$ cat src/rtl/life_pkg.sv
// Shared types and default sizing for the 8x8 toroidal life engine.
package life_pkg;

  localparam int N_DEF     = 8;
  localparam int CNT_W_DEF = 16;
  localparam int DIV_W_DEF = 8;

  typedef enum logic [1:0] {
    ST_IDLE = 2'd0,
    ST_RUN  = 2'd1,
    ST_DONE = 2'd2
  } state_e;

endpackage

$ cat src/rtl/life_next_state.sv
// Purely combinational toroidal next-generation of an N*N life board.
// Cell (i,j) lives at bit i*N+j; the board wraps at every edge.
module life_next_state
  import life_pkg::*;
#(
  parameter int N = N_DEF
) (
  input  logic [N*N-1:0] board_i,
  output logic [N*N-1:0] next_o
);

  for (genvar i = 0; i < N; i++) begin : g_row
    for (genvar j = 0; j < N; j++) begin : g_col
      // Wrapped neighbour coordinates, resolved at elaboration time.
      localparam int IU = (i + N - 1) % N;
      localparam int ID = (i + 1) % N;
      localparam int JL = (j + N - 1) % N;
      localparam int JR = (j + 1) % N;

      logic [3:0] nbr;

      assign nbr = {3'b000, board_i[IU*N+JL]} + {3'b000, board_i[IU*N+j]} +
                   {3'b000, board_i[IU*N+JR]} + {3'b000, board_i[i*N+JL]} +
                   {3'b000, board_i[i*N+JR]}  + {3'b000, board_i[ID*N+JL]} +
                   {3'b000, board_i[ID*N+j]}  + {3'b000, board_i[ID*N+JR]};

      assign next_o[i*N+j] = (nbr == 4'd3) || ((nbr == 4'd2) && board_i[i*N+j]);
    end
  end

endmodule

$ cat src/rtl/life_gen_ctrl.sv
// Generation sequencer for the toroidal life engine: board register, seed loading and paced runs.
// Optional still-life termination is built when LIFE_STABLE_DETECT_EN is defined.
module life_gen_ctrl
  import life_pkg::*;
#(
  parameter int N     = N_DEF,
  parameter int CNT_W = CNT_W_DEF,
  parameter int DIV_W = DIV_W_DEF
) (
  input  logic                 clk,
  input  logic                 rst_n,
  input  logic                 load_valid,
  input  logic [$clog2(N)-1:0] load_row,
  input  logic [N-1:0]         load_data,
  output logic                 load_ready,
  input  logic                 start,
  input  logic                 stop,
  input  logic                 step,
  input  logic [CNT_W-1:0]     gen_limit,
  input  logic [DIV_W-1:0]     period,
  output logic                 busy,
  output logic                 done,
  output logic                 extinct,
  output logic                 stable,
  output logic [CNT_W-1:0]     gen_count,
  output logic [N*N-1:0]       board
);

  localparam int RW = $clog2(N);

  state_e             state_q, state_d;
  logic [N*N-1:0]     board_q, board_d;
  logic [CNT_W-1:0]   gen_q, gen_d;
  logic [DIV_W-1:0]   div_q, div_d;
  logic               done_q, done_d;
  logic               extinct_q, extinct_d;
  logic               stable_q, stable_d;

  logic [N*N-1:0]     next_board;
  logic [CNT_W-1:0]   gen_inc;
  logic               next_zero;
  logic               is_still;
  logic               do_commit;

  life_next_state #(.N(N)) u_next (
    .board_i (board_q),
    .next_o  (next_board)
  );

  assign gen_inc   = gen_q + CNT_W'(1);
  assign next_zero = (next_board == '0);

`ifdef LIFE_STABLE_DETECT_EN
  assign is_still = (next_board == board_q);
`else
  assign is_still = 1'b0;
`endif

  // NOTE: every signal written here gets a default first, so no path leaves a latch behind.
  always_comb begin
    state_d   = state_q;
    board_d   = board_q;
    gen_d     = gen_q;
    div_d     = div_q;
    done_d    = done_q;
    extinct_d = extinct_q;
    stable_d  = stable_q;
    do_commit = 1'b0;

    case (state_q)
      ST_IDLE, ST_DONE: begin
        // Load beats start beats step when they collide.
        if (load_valid) begin
          for (int r = 0; r < N; r++) begin
            if (load_row == RW'(r)) board_d[r*N +: N] = load_data;
          end
          state_d   = ST_IDLE;
          done_d    = 1'b0;
          extinct_d = 1'b0;
          stable_d  = 1'b0;
        end else if (start) begin
          state_d   = ST_RUN;
          gen_d     = '0;
          div_d     = '0;
          done_d    = 1'b0;
          extinct_d = 1'b0;
          stable_d  = 1'b0;
        end else if (step) begin
          do_commit = 1'b1;
          state_d   = ST_IDLE;
          done_d    = 1'b0;
        end
      end

      ST_RUN: begin
        if (stop) begin
          state_d = ST_IDLE;
        end else if (div_q == period) begin
          do_commit = 1'b1;
          div_d     = '0;
          if (next_zero || is_still || ((gen_limit != '0) && (gen_inc == gen_limit))) begin
            state_d = ST_DONE;
            done_d  = 1'b1;
          end
        end else begin
          div_d = div_q + DIV_W'(1);
        end
      end

      default: state_d = ST_IDLE;
    endcase

    if (do_commit) begin
      board_d   = next_board;
      gen_d     = gen_inc;
      extinct_d = next_zero;
      stable_d  = is_still;
    end
  end

  // NOTE: state updates use non-blocking assignments so every register samples pre-edge values.
  always_ff @(posedge clk or negedge rst_n) begin
    if (!rst_n) begin
      state_q   <= ST_IDLE;
      board_q   <= '0;
      gen_q     <= '0;
      div_q     <= '0;
      done_q    <= 1'b0;
      extinct_q <= 1'b0;
      stable_q  <= 1'b0;
    end else begin
      state_q   <= state_d;
      board_q   <= board_d;
      gen_q     <= gen_d;
      div_q     <= div_d;
      done_q    <= done_d;
      extinct_q <= extinct_d;
      stable_q  <= stable_d;
    end
  end

  assign load_ready = (state_q != ST_RUN);
  assign busy       = (state_q == ST_RUN);
  assign done       = done_q;
  assign extinct    = extinct_q;
  assign stable     = stable_q;
  assign gen_count  = gen_q;
  assign board      = board_q;

endmodule

$ cat config.mk
export PLATFORM = sky130hd
export DESIGN_NAME = life_gen_ctrl
export DESIGN_NICKNAME = d
export VERILOG_FILES = /design/src/rtl/life_pkg.sv /design/src/rtl/life_next_state.sv /design/src/rtl/life_gen_ctrl.sv
export SDC_FILE = /design/constraint.sdc
export NUM_CORES = 1
export LEC_CHECK = 0
export CAP_MARGIN = 20
export CORE_ASPECT_RATIO = 1.4
export CORE_MARGIN = 4
export CORE_UTILIZATION = 61
export DETAILED_ROUTE_END_ITERATION = 7
export PLACE_DENSITY = 0.94
export SETUP_SLACK_MARGIN = 0.1
export SKIP_LAST_GASP = 1
export SLEW_MARGIN = 20
export SYNTH_ARGS = -nofsm -noshare
export SYNTH_HDL_FRONTEND = slang
export SYNTH_HIERARCHICAL = 1
export SYNTH_SLANG_ARGS = --single-unit
$ cat constraint.sdc
create_clock -name clk -period 5.4 [get_ports clk]
set_input_delay 1.08 -clock clk [delete_from_list [all_inputs] [get_ports clk]]
set_output_delay 1.08 -clock clk [all_outputs]
set_load 0.02 [all_outputs]
==> results.sh <==
export IMPL_status="finished, violations left"
export IMPL_violations="design-rule violations, negative setup slack"
export IMPL_worst_slack_ns=-0.1784
export IMPL_grt_pass1_wl_mm=79.63
export IMPL_io_buffers=124
export IMPL_cts_sinks=92
export IMPL_hold_viol=0
export IMPL_post_route_period_util=1.033
export IMPL_relSlewSlack=0.3273
export IMPL_synth_edf_count=0
export IMPL_min_period_ns=5.578
export IMPL_drt_initial_drc_count=2137
export IMPL_area_growth_synth_to_final_pct=13.95
export IMPL_gp_congestion=0.9497
export IMPL_drive_gt1_frac=0.04265
export IMPL_antenna_found_initial=0
export IMPL_antenna_cells=0
export IMPL_r2r_slack_ns=-0.18
export IMPL_yosysSeqAreaShare=0.1482
export IMPL_viasPerCell=6.781
export IMPL_crit_arrival_ns=5.86
export IMPL_yosysTopAreaCellShare=0.3287
export IMPL_fmax_ghz=0.1793
export IMPL_fin_nets=2267
export IMPL_avgSynthCellArea_sq_um=9.470
export IMPL_synthCells=1640
export IMPL_cts_root_buf="clkbuf_16"
export IMPL_core_area_sq_um=24840
export IMPL_fill_cells=1545
export IMPL_hp_start="state_q[1]$_DFFE_PN0P_"
export IMPL_finalMaxSlewViolations=0
export IMPL_synth_area_leaders="fa_1 33%, ha_1 16%, dfrtp_1 15%, inv_1 7.8%, a21oi_1 6.2%"
export IMPL_synth_nets=2130
export IMPL_cts_made_buffers=9
export IMPL_setup_viol=4
export IMPL_ant_nets=0
export IMPL_fin_cells=2097
export IMPL_grt_pass1_vias=15260
export IMPL_crit_path_max_fanout=5
export IMPL_ys_flop_type="dfrtp_1"
export IMPL_grt_use_met1=0.4094
export IMPL_cts_tree="done"
export IMPL_use_met2=0.5855
export IMPL_initial_core_util=0.6252
export IMPL_dr_pass1_iters=8
export IMPL_ys_async_sr_fraction=1.000
export IMPL_die_x_um=142.9
export IMPL_synth_seq_cells=92
export IMPL_die_y_um=196.8
export IMPL_holdPathStages=2
export IMPL_ys_warn_count=6
export IMPL_end_kind="flip-flop"
export IMPL_ff2ff_path_depth=16
export IMPL_crit_chain="inv_1 -> buf_4 -> fa_1 -> fa_1 -> fa_1 -> inv_1 -> ha_1 -> fa_1 -> o21ai_0 -> a21oi_1 -> nor4_1 -> nand4_1 -> nor4_4 -> buf_4 -> inv_1 -> a31o_1"
export IMPL_cts_buffer_depth=2
export IMPL_wl_per_cell_um=25.28
export IMPL_yosys_area_top_type="fa_1"
export IMPL_syn_area_sq_um=15530
export IMPL_clk_latency_ns=0.39
export IMPL_grt_max_degree=162
export IMPL_dp_cells=2064
export IMPL_grt_overflow_total=0
export IMPL_design_die_area_sq_um=28110
export IMPL_hpwlAfterDp_mm=37.16
export IMPL_min_to="state_q[1]$_DFFE_PN0P_"
export IMPL_via_count=14220
export IMPL_skew_ns=0.01352
export IMPL_synth_distinct_cells=52
export IMPL_busiest_layer="met2"
export IMPL_r2r_start="board[29]$_DFFE_PN0P_"
export IMPL_h_tree_depth=3
export IMPL_path_clk_slew_ns=0.08
export IMPL_drc_errors=2
export IMPL_worstHoldPathType="reg -> reg"
export IMPL_gr_usage_all_layers=0.3707
export IMPL_path_common_cell="fa_1"
export IMPL_maxCapViolCount=0
export IMPL_max_stage_delay_ns=0.68
export IMPL_io_pin_count=126
export IMPL_timing_rr_end="state_q[0]$_DFFE_PN0P_"
export IMPL_cts_hold_buffers=0
export IMPL_worstSetupStartpointType="flip-flop"
export IMPL_drt_wl_total_mm=53.01
export IMPL_gr_usage_met3=0.1112
export IMPL_core_rowCount=68
export IMPL_yosysMostFrequentCell="inv_1"
export IMPL_crit_path_top_delay_cell="dfrtp_1"
export IMPL_tightest_slew_ns=1.009
export IMPL_path_class="reg -> reg"
export IMPL_synth_common_cells="324 x inv_1, 255 x fa_1, 194 x ha_1"
export IMPL_worstPathRequired_ns=5.68
## through the flow
| step | setup slack [ns] | hold WS (ns) | setup TNS [ns] | cell area (sq um) | util |
|---|---|---|---|---|---|
| after detailed placement | -0.08623 | 0.5181 | -0.1275 | 17210 | 0.6929 |
| after floorplan | 1.131 | 0.4865 | 0 | 15530 | - |
| final | -0.1784 | 0.5257 | -0.4972 | 17700 | 0.7124 |
| after CTS | 0.1787 | 0.5284 | 0 | 17520 | 0.7053 |
| after global routing | -0.05913 | 0.5585 | -0.05913 | 17700 | 0.7124 |
| after global placement | -0.04919 | 0.5149 | -0.04919 | 17200 | 0.6924 |
## per-layer routing
| layer | share of wire | up-vias |
|---|---|---|
| met4 | 0.11 | 0 |
| met1 | 0.31 | 6728 |
| met3 | 0.12 | 503 |
| met2 | 0.46 | 1312 |
| li1 | - | 5676 |
| met5 | 0 | - |
## cells by family (layout without fill, tap and decap cells)
logic type,Yosys count,after routing,synth area share
multiplexers,66,66,0.04270
other,1,1,0.0002415
AND/OR/NAND/NOR,323,323,0.1080
buffers and inverters,362,504,0.08942
adder cells (fa/ha/maj),449,449,0.4850
XOR/XNOR,32,32,0.01805
flip-flops,92,92,0.1482
AO/OA/AOI/OAI,315,315,0.1084
## flip-flops by register name (all words and copies together) (netlist names)
name       cells
state_q        2
div_q          8
board         64
gen_count     16
done           1
extinct        1
## placed cells by master, fill, tap and decap left out, drive strengths merged, types with 2 or more instances in the layout
master,n
nor2b,5
clkinvlp,6
o41ai,6
clkdlybuf4s50,123
xnor2,15
clkinv,2
and3,7
o31ai,9
mux2i,64
and2,2
nor2,91
nand3,80
or2,63
a31oi,2
nand4,8
fa,255
or4,2
a211oi,2
buf,41
nand3b,2
inv,321
clkbuf,10
mux2,2
xor2,17
o21ai,94
nor4,26
dfrtp,92
and4,2
nand2b,3
nor3b,2
nand2,20
nor3,8
a21oi,193
ha,194
## critical path, delay by kind of cell (launching register included)
| kind | cells | cell delay [ns] |
|---|---|---|
| fa+ha+maj | 5 | 2.12 |
| simple gates | 3 | 1.43 |
| buf+inv | 5 | 0.81 |
| flops | 1 | 0.68 |
| compound gates | 3 | 0.43 |
## worst max-delay path by stage
stage                               start                endpoint  slack [ns]  cells after the start
global placement    board[41]$_DFFE_PN0P_  state_q[0]$_DFFE_PN0P_       -0.05                     15
global route         board[2]$_DFFE_PN0P_  state_q[0]$_DFFE_PN0P_       -0.06                     15
CTS                 board[34]$_DFFE_PN0P_  state_q[0]$_DFFE_PN0P_        0.18                     15
finish              board[29]$_DFFE_PN0P_  state_q[0]$_DFFE_PN0P_       -0.18                     16
detailed placement  board[41]$_DFFE_PN0P_  state_q[0]$_DFFE_PN0P_       -0.09                     15
floorplan           board[40]$_DFFE_PN0P_  state_q[0]$_DFFE_PN0P_        1.13                     14
## area by class of cell
type / instances / area (sq um) / area share
Multi-Input combinational cell: 1186 / 11910 / 0.6732
Tap cell: 315 / 394.1 / 0.02227
Inverter: 324 / 1235 / 0.06978
Timing Repair Buffer: 164 / 1551 / 0.08766
Clock buffer: 10 / 229.0 / 0.01294
Sequential cell: 92 / 2302 / 0.1301
Clock inverter: 6 / 72.57 / 0.004100
## timing repair
item,CTS,global route
buffers inserted,0,16
pin swaps,0,3
endpoints found under the setup margin,4,4
gates resized for setup,1,8
Power is not shown: default switching activity piles up to over one toggle a cycle in this logic, so the estimate is an artifact.
